$ cat config.mk
export PLATFORM = sky130hd
export DESIGN_NAME = axi_rd_dma
export DESIGN_NICKNAME = d
export VERILOG_FILES = /design/src/rtl/axi_rd_dma.sv
export SDC_FILE = /design/constraint.sdc
export NUM_CORES = 1
export LEC_CHECK = 0
export BUFFER_PORTS_ARGS = -buffer_cell sky130_fd_sc_hd__clkbuf_2
export CORE_AREA = 2 2 251 253
export CTS_BUF_LIST = sky130_fd_sc_hd__clkbuf_8
export CTS_CLUSTER_DIAMETER = 100
export DETAILED_ROUTE_END_ITERATION = 6
export DIE_AREA = 0 0 253 255
export GPL_ROUTABILITY_DRIVEN = 0
export PLACE_DENSITY = 0.42
export SETUP_SLACK_MARGIN = 0.02
export SLEW_MARGIN = 20
export SYNTH_ARGS = -nofsm -noshare
export SYNTH_HDL_FRONTEND = slang
export SYNTH_SLANG_ARGS = --single-unit
$ cat constraint.sdc
create_clock -name ACLK -period 2.7 [get_ports ACLK]
set_input_delay 0.54 -clock ACLK [delete_from_list [all_inputs] [get_ports ACLK]]
set_output_delay 0.54 -clock ACLK [all_outputs]
set_load 0.005 [all_outputs]
$ cat src/rtl/axi_rd_dma.sv
// axi_rd_dma -- AXI4 read-channel DMA engine feeding an AXI4-Stream master.
//
// A command gives a start byte address and a total beat count. The engine
// splits the command into INCR bursts of at most MAX_BURST beats, with only one
// burst outstanding at a time. It forwards each R beat straight onto the
// stream port and asserts tlast only on the final beat of the whole command.
//
// Optional feature: define AXI_RD_DMA_4K_SPLIT_EN to stop bursts from crossing
// a 4 KB address boundary. When undefined, burst length is limited only by the
// remaining beats and MAX_BURST.
//
// Ports
//   ACLK, ARESETN          clock, asynchronous active-low reset
//   cmd_valid/ready/addr/beats  command handshake, start address, beat count
//   busy, done, err        status: in progress, one-cycle completion, sticky error
//   M_AXI_ar*              AXI read address channel (master)
//   M_AXI_r*               AXI read data channel (master)
//   m_axis_t*              AXI4-Stream output (tdata, tvalid, tlast, tready)
module axi_rd_dma #(
    parameter int DATA_WIDTH = 256,
    parameter int ADDR_WIDTH = 32,
    parameter int ID_WIDTH   = 4,
    parameter int AXI_ID     = 0,
    parameter int MAX_BURST  = 16
) (
    input  logic                  ACLK,
    input  logic                  ARESETN,
    input  logic                  cmd_valid,
    output logic                  cmd_ready,
    input  logic [ADDR_WIDTH-1:0] cmd_addr,
    input  logic [15:0]           cmd_beats,
    output logic                  busy,
    output logic                  done,
    output logic                  err,
    output logic [ADDR_WIDTH-1:0] M_AXI_araddr,
    output logic [7:0]            M_AXI_arlen,
    output logic [ID_WIDTH-1:0]   M_AXI_arid,
    output logic [2:0]            M_AXI_arsize,
    output logic [1:0]            M_AXI_arburst,
    output logic [3:0]            M_AXI_arcache,
    output logic                  M_AXI_arlock,
    output logic [2:0]            M_AXI_arprot,
    output logic [3:0]            M_AXI_arqos,
    output logic                  M_AXI_arvalid,
    input  logic                  M_AXI_arready,
    input  logic [ID_WIDTH-1:0]   M_AXI_rid,
    input  logic [DATA_WIDTH-1:0] M_AXI_rdata,
    input  logic [1:0]            M_AXI_rresp,
    input  logic                  M_AXI_rlast,
    input  logic                  M_AXI_rvalid,
    output logic                  M_AXI_rready,
    output logic [DATA_WIDTH-1:0] m_axis_tdata,
    output logic                  m_axis_tvalid,
    output logic                  m_axis_tlast,
    input  logic                  m_axis_tready
);

    localparam int BYTES  = DATA_WIDTH / 8;
    localparam int SIZE_L = $clog2(BYTES);
    localparam logic [ID_WIDTH-1:0] ID_C = ID_WIDTH'(AXI_ID);

    typedef enum logic [1:0] {S_IDLE, S_AR, S_DATA, S_DONE} state_t;

    state_t                state_q, state_d;
    logic [15:0]           remaining_q;
    logic                  err_q;
    logic [ADDR_WIDTH-1:0] addr_q;
    logic [7:0]            len_q;
    logic [16:0]           burst_beats;
    logic [ADDR_WIDTH-1:0] burst_bytes;
    logic                  cmd_fire, ar_fire, r_fire;

    assign cmd_fire = (state_q == S_IDLE) && cmd_valid;
    assign ar_fire  = (state_q == S_AR) && M_AXI_arready;
    assign r_fire   = (state_q == S_DATA) && M_AXI_rvalid && m_axis_tready;

    // Beats in the next burst: remaining, capped by MAX_BURST and optionally
    // by the distance to the next 4 KB boundary (address is beat aligned, so
    // the boundary limit is never zero).
`ifdef AXI_RD_DMA_4K_SPLIT_EN
    logic [12:0] bound_bytes;
    logic [16:0] bound_beats;
    assign bound_bytes = 13'h1000 - {1'b0, addr_q[11:0]};
    assign bound_beats = {4'b0, bound_bytes} >> SIZE_L;
`endif

    always_comb begin
        burst_beats = {1'b0, remaining_q};
        if (burst_beats > 17'(MAX_BURST))
            burst_beats = 17'(MAX_BURST);
`ifdef AXI_RD_DMA_4K_SPLIT_EN
        if (burst_beats > bound_beats)
            burst_beats = bound_beats;
`else
        burst_beats = burst_beats;
`endif
    end

    // len_q holds the arlen actually issued, since remaining_q moves during DATA.
    assign burst_bytes = (ADDR_WIDTH'(len_q) + ADDR_WIDTH'(1)) << SIZE_L;

    always_ff @(posedge ACLK or negedge ARESETN) begin
        if (!ARESETN) begin
            state_q     <= S_IDLE;
            remaining_q <= '0;
            err_q       <= 1'b0;
        end else begin
            state_q <= state_d;
            if (cmd_fire) begin
                remaining_q <= cmd_beats;
                err_q       <= 1'b0;
            end else if (r_fire) begin
                remaining_q <= remaining_q - 16'd1;
                if ((M_AXI_rresp != 2'b00) || (M_AXI_rid != ID_C))
                    err_q <= 1'b1;
            end
        end
    end

    // Address and burst length are data; they are always rewritten before use.
    always_ff @(posedge ACLK) begin
        if (cmd_fire)
            addr_q <= cmd_addr & ~ADDR_WIDTH'(BYTES - 1);
        else if (r_fire && M_AXI_rlast)
            addr_q <= addr_q + burst_bytes;
        if (ar_fire)
            len_q <= M_AXI_arlen;
    end

    always_comb begin
        state_d       = state_q;
        cmd_ready     = 1'b0;
        busy          = 1'b0;
        done          = 1'b0;
        M_AXI_arvalid = 1'b0;
        M_AXI_rready  = 1'b0;
        m_axis_tvalid = 1'b0;
        m_axis_tlast  = 1'b0;
        case (state_q)
            S_IDLE: begin
                cmd_ready = 1'b1;
                if (cmd_valid)
                    state_d = (cmd_beats == 16'd0) ? S_DONE : S_AR;
            end
            S_AR: begin
                busy          = 1'b1;
                M_AXI_arvalid = 1'b1;
                if (M_AXI_arready)
                    state_d = S_DATA;
            end
            S_DATA: begin
                busy          = 1'b1;
                M_AXI_rready  = m_axis_tready;
                m_axis_tvalid = M_AXI_rvalid;
                // tlast marks the end of the command, not the end of each burst.
                m_axis_tlast  = (remaining_q == 16'd1);
                if (r_fire && M_AXI_rlast)
                    state_d = (remaining_q > 16'd1) ? S_AR : S_DONE;
            end
            S_DONE: begin
                done    = 1'b1;
                state_d = S_IDLE;
            end
            default: state_d = S_IDLE;
        endcase
    end

    assign err           = err_q;
    assign m_axis_tdata  = M_AXI_rdata;
    assign M_AXI_araddr  = addr_q;
    assign M_AXI_arlen   = 8'(burst_beats - 17'd1);
    assign M_AXI_arid    = ID_C;
    assign M_AXI_arsize  = 3'(SIZE_L);
    assign M_AXI_arburst = 2'b01;
    assign M_AXI_arcache = 4'b0000;
    assign M_AXI_arlock  = 1'b0;
    assign M_AXI_arprot  = 3'b000;
    assign M_AXI_arqos   = 4'b0000;

endmodule

Word-level counts from Yosys, hierarchy flattened
Cells that the tools add are included. W data, S select, Z words.

Memory bits (read-only): 0. Flip-flop bits (word level): 59. Memories: 0. Bits in writable memories: 0. Word-level logic and storage cells: 56. Input bits: 317. Bits in latches: 0.

Order comparisons: 2. Equality and inequality tests: 7. Bitwise operators: 0. $add $sub $neg: 4. Divide/modulo/power cells: 0. Reduce and logical (&&, ||, !) cells: 16. Shifts and indexed selects: 0. Muxes and demuxes: 21. Multipliers: 0.

Operators with widths (count): $mux W32 (2); $add A32 B14 Y32 (1); $mux W16 (2); $eq A16 B1 Y1 const B (1); $gt A16 B1 Y1 const B (1); $gt A16 B5 Y1 const B (1); $logic_not A16 Y1 (1); $sub A16 B1 Y16 const B (1); $mux W1 (10); $mux W2 (5); $add A8 B1 Y9 const B (1); $mux W8 (1); $pmux W2 S4 (1); $reduce_bool A2 Y1 (4); $sub A8 B1 Y8 const B (1); $logic_and A1 B1 Y1 (5); $eq A2 B2 Y1 const B (2); $ne A2 B2 Y1 const B (2); $reduce_bool A4 Y1 (1); $reduce_and A3 Y1 (1); $eq A2 B1 Y1 const B (1); $logic_not A2 Y1 (1); $ne A2 B1 Y1 const B (1); $reduce_and A2 Y1 (1); other kinds (2) (2).

Longest topological paths before layout
Depth after elaboration: 6. Mapped depth: 11. Mapped depth without buffers: 11.

Worst setup path before layout
Ideal clock, no wire load.

Kind: flip-flop to output port. Start point: register remaining_q[9]. End point: output port M_AXI_arlen[4]. Setup slack: -104 ps. Cell stages (with the launch flop): 9. Required time: 2160 ps. Data arrival time: 2264 ps. Path buffers: 0. Path through: dfrtp_1 > or3_1 > nor4_2 > nand2_1 > a211oi_2 > nand2_1 > ha_1 > nor4_1 > a21oi_1.

Word-level cells in the longest chain between the ends: 3.

Ends and longest elaborated chain: start, declared (line 65) `logic [15:0] remaining_q;`; start signal, assigned (line 110) `remaining_q <= cmd_beats;`; start signal, assigned (line 113) `remaining_q <= remaining_q - 16'd1;`; $gt A16 B5 Y1 (line 89) `if (burst_beats > 17'(MAX_BURST))`; $mux W8 (line 89); $sub A8 B1 Y8 (line 171) `assign M_AXI_arlen = 8'(burst_beats - 17'd1);`; end, declared (line 36) `output logic [7:0] M_AXI_arlen,`.

Every way passes these cells.

Final worst setup path
Start point: register remaining_q[10]. End point: output port M_AXI_arlen[4].

The elaborated chain is that of the path after synthesis.

==> flow_metrics.tcl <==
set metrics [dict create \
    core_area_um2 62160 \
    syn_inst 662 \
    synthesis.area_um2 5642 \
    internal_power_mw 2.631 \
    cpMostUsedCell "nand2_2" \
    max-clock-path-buffers 2 \
    start_kind "register" \
    antenna_found_initial 1 \
    crit_slowest_cell "or3_4" \
    path_cells "or3_4, nor4_4, nand2_2, a211oi_4, nand2_2, ha_4, a21oi_1, clkbuf_2" \
    boundaryPins 642 \
    cts_sinks 54 \
    die_width_um 253 \
    dp_hpwl_mm 15.89 \
    max_slew_margin_pct 63.85 \
    grt_max_degree 75 \
    fin_ws_ns -0.2905 \
    fin_util_pct 9.837 \
    async_reset_ff_share_pct 35.19 \
    ant_nets 0 \
    grt_pass1_wl_mm 26.32 \
    status "finished with violations" \
    hold_viol 0 \
    drt_wl_total_mm 20.12 \
    viasPerCell 2.816 \
    synth_seq_area_share_pct 27.06 \
    drv_slew 0 \
    final_common_cell "clkbuf_2" \
    rsz0062_at_grt "yes" \
    pwr-share-comb_pct 54.0 \
    rows 92 \
    final_nets 885 \
    clkLatencyLatePin_ns 0.39 \
    die_y_um 255 \
    switchingPower_mw 2.142 \
    fill_cells 7252 \
    clock_skew_ns 0.01399 \
    hp-class "input pin to async pin" \
    drc 0 \
    firstDrtPassIters 5 \
    global_route.overflow_total 0 \
    grt_usage_pct 5.890 \
    cts-root-buf "clkbuf_8" \
    cts_tree "built" \
    end_kind "primary output" \
    antenna_cells 0 \
    dieArea_um2 64520 \
    sequentialPowerShare_pct 33.6 \
    power_frac_clock_pct 12.4 \
    layout_common_cells "92 x clkbuf_2, 56 x nand2_1, 35 x edfxtp_1, 35 x buf_4, 26 x conb_1" \
    area_delta_synth_final_pct 8.383 \
    grt_pass1_vias 3637 \
    synth_flop_cell "edfxtp_1" \
    worstPathArrival_ns 2.45 \
    period_needed_ns 2.990 \
    numCtsBuffers 5 \
    post-place-ws_ns -0.1370 \
    synth_edf_count 35 \
    yosysUniqueCellTypes 47 \
    fin_setup_tns_ns -1.419 \
    powerDensity_nw_per_um2 780.6 \
    drv_cap 0 \
    swShare_pct 44.87 \
    violations "negative setup slack" \
    setup_viol 10 \
    drive_above_1_share_pct 40.91 \
    io_buffers 98 \
    period_share_pct 110.8 \
    max_stage_delay_ns 0.41 \
    cts.hold.buffers_added 0 \
    htree_levels 2 \
    peakVddDrop_uv 261.1 \
    cp_data_required_time_ns 2.16 \
    path_max_fanout 4 \
    ys_seq_elements 54 \
    drt_iter0_drc 184 \
    wl_per_cell_um 14.91 \
    start_util_pct 9.076 \
    p_leak_nw 2.155 \
    crit_type "register to primary output" \
    yosysWarningCount 0 \
    clk_pin_slew_ns 0.12 \
    worstMarginPinSlew_ns 0.5422 \
    vias 3799 \
    fmax_mhz 334.4 \
    avgSynthCellArea_um2 8.522 \
    total_power_mw 4.773 \
]
-- cell families (layout without fill, tap and decap cells) --
kind of cell	count (synthesis)	count (layout)	synth area share [%]
xor+xnor	48	48	7.452
flops	54	54	27.06
other cells	2	26	0.1331
buf+inv	307	171	39.23
fa+ha+maj	19	19	4.347
compound gates	89	89	9.227
simple gates	143	143	12.55
-- per-stage QoR --
step	instances	hold WS [ns]	cell area (um2)
finish	1349	0.1157	6115
global placement	1332	0.5061	5438
global route	1349	0.1181	6115
floorplan	686	0.2444	5748
detailed placement	1332	0.5093	5438
CTS	1342	0.08009	5736
-- cells in the mapped netlist (2+ instances only) --
cell type  number  share of area (%)
nor4_2          3               0.67
xor2_1         21                3.3
and2_1          5               0.55
o2111ai_1       3               0.47
o21ai_0        37                3.3
o211ai_1        5               0.67
a21o_1          3               0.40
nor2_1         23                1.5
nor2b_1         4               0.44
ha_1           18                4.0
buf_4         282                 38
clkbuf_1        7               0.47
conb_1          2               0.13
nand2_1        65                4.3
xnor2_1        27                4.2
nor4_1         10                1.1
buf_1           2               0.13
nand3_1        11               0.98
edfxtp_1       35                 19
inv_1          14               0.93
buf_2           2               0.18
and4_1          3               0.47
o21ai_1         6               0.53
dfrtp_1        19                8.4
a21boi_0        2               0.27
a21oi_1        22                2.0
nor3_1          5               0.44
and3_1          7               0.78
-- worst max-delay path: cells and delay by family (launching register included) --
kind | cells | cell delay (ns)
AO/OA/AOI/OAI | 2 | 0.42
adder cells (fa/ha/maj) | 1 | 0.21
buffers and inverters | 1 | 0.19
flip-flops | 1 | 0.40
AND/OR/NAND/NOR | 4 | 0.86
-- routing by layer --
layer | wire, um | track usage [%] | vias to the layer above
met3 | 2987 | 4.414 | 87
met5 | 99 | 0.9023 | -
met2 | 8605 | 8.132 | 311
met4 | 986 | 3.719 | 4
li1 | - | - | 1659
met1 | 7439 | 6.225 | 1738
-- power by group through the flow --
stage               combinational [mW]  clock (mW)  sequential (mW)
floorplan                         1.51           0             1.56
global placement                  2.14           0             1.60
detailed placement                2.16           0             1.61
CTS                               2.27       0.664             1.59
global route                      2.85       0.670             1.65
finish                            2.58       0.593             1.60
-- state kept, by name, summed over array words and instances, names as in the netlist --
name / cells
M_AXI_araddr: 27
remaining_q: 16
len_q: 8
state_q: 2
err: 1
-- area by class of cell --
cell class	instances	area, um2	share of cell area, %
Multi-Input combinational cell	325	2419	39.55
Sequential cell	54	1528	24.98
Timing Repair Buffer	149	1017	16.64
Tap cell	799	999.7	16.35
Clock buffer	5	68.82	1.125
Inverter	14	55.05	0.9003
Clock inverter	3	27.53	0.4502
-- path summary, 6_finish.rpt --
kind / start / to / slack [ns] / depth (start not counted)
worst max-delay path: remaining_q[10] / M_AXI_arlen[4] / -0.29 / 8
worst min-delay path: ARESETN / state_q[1] / 0.12 / 1
worst max register to register: len_q[0] / M_AXI_araddr[27] / -0.05 / 10
worst min register to register: err / err / 0.52 / 2
max in group asynchronous: ARESETN / remaining_q[2] / 2.19 / 1
min in group ACLK: cmd_beats[11] / remaining_q[11] / 0.39 / 3
-- timing repair --
action,4_1_cts,5_1_grt
gates cloned,1,0
setup endpoints to repair,13,28
pin swaps,18,31
endpoints found under the hold margin,0,0
gates resized for setup,42,89
buffers inserted,4,8
Note: power is estimated with default switching activity, not from simulation.
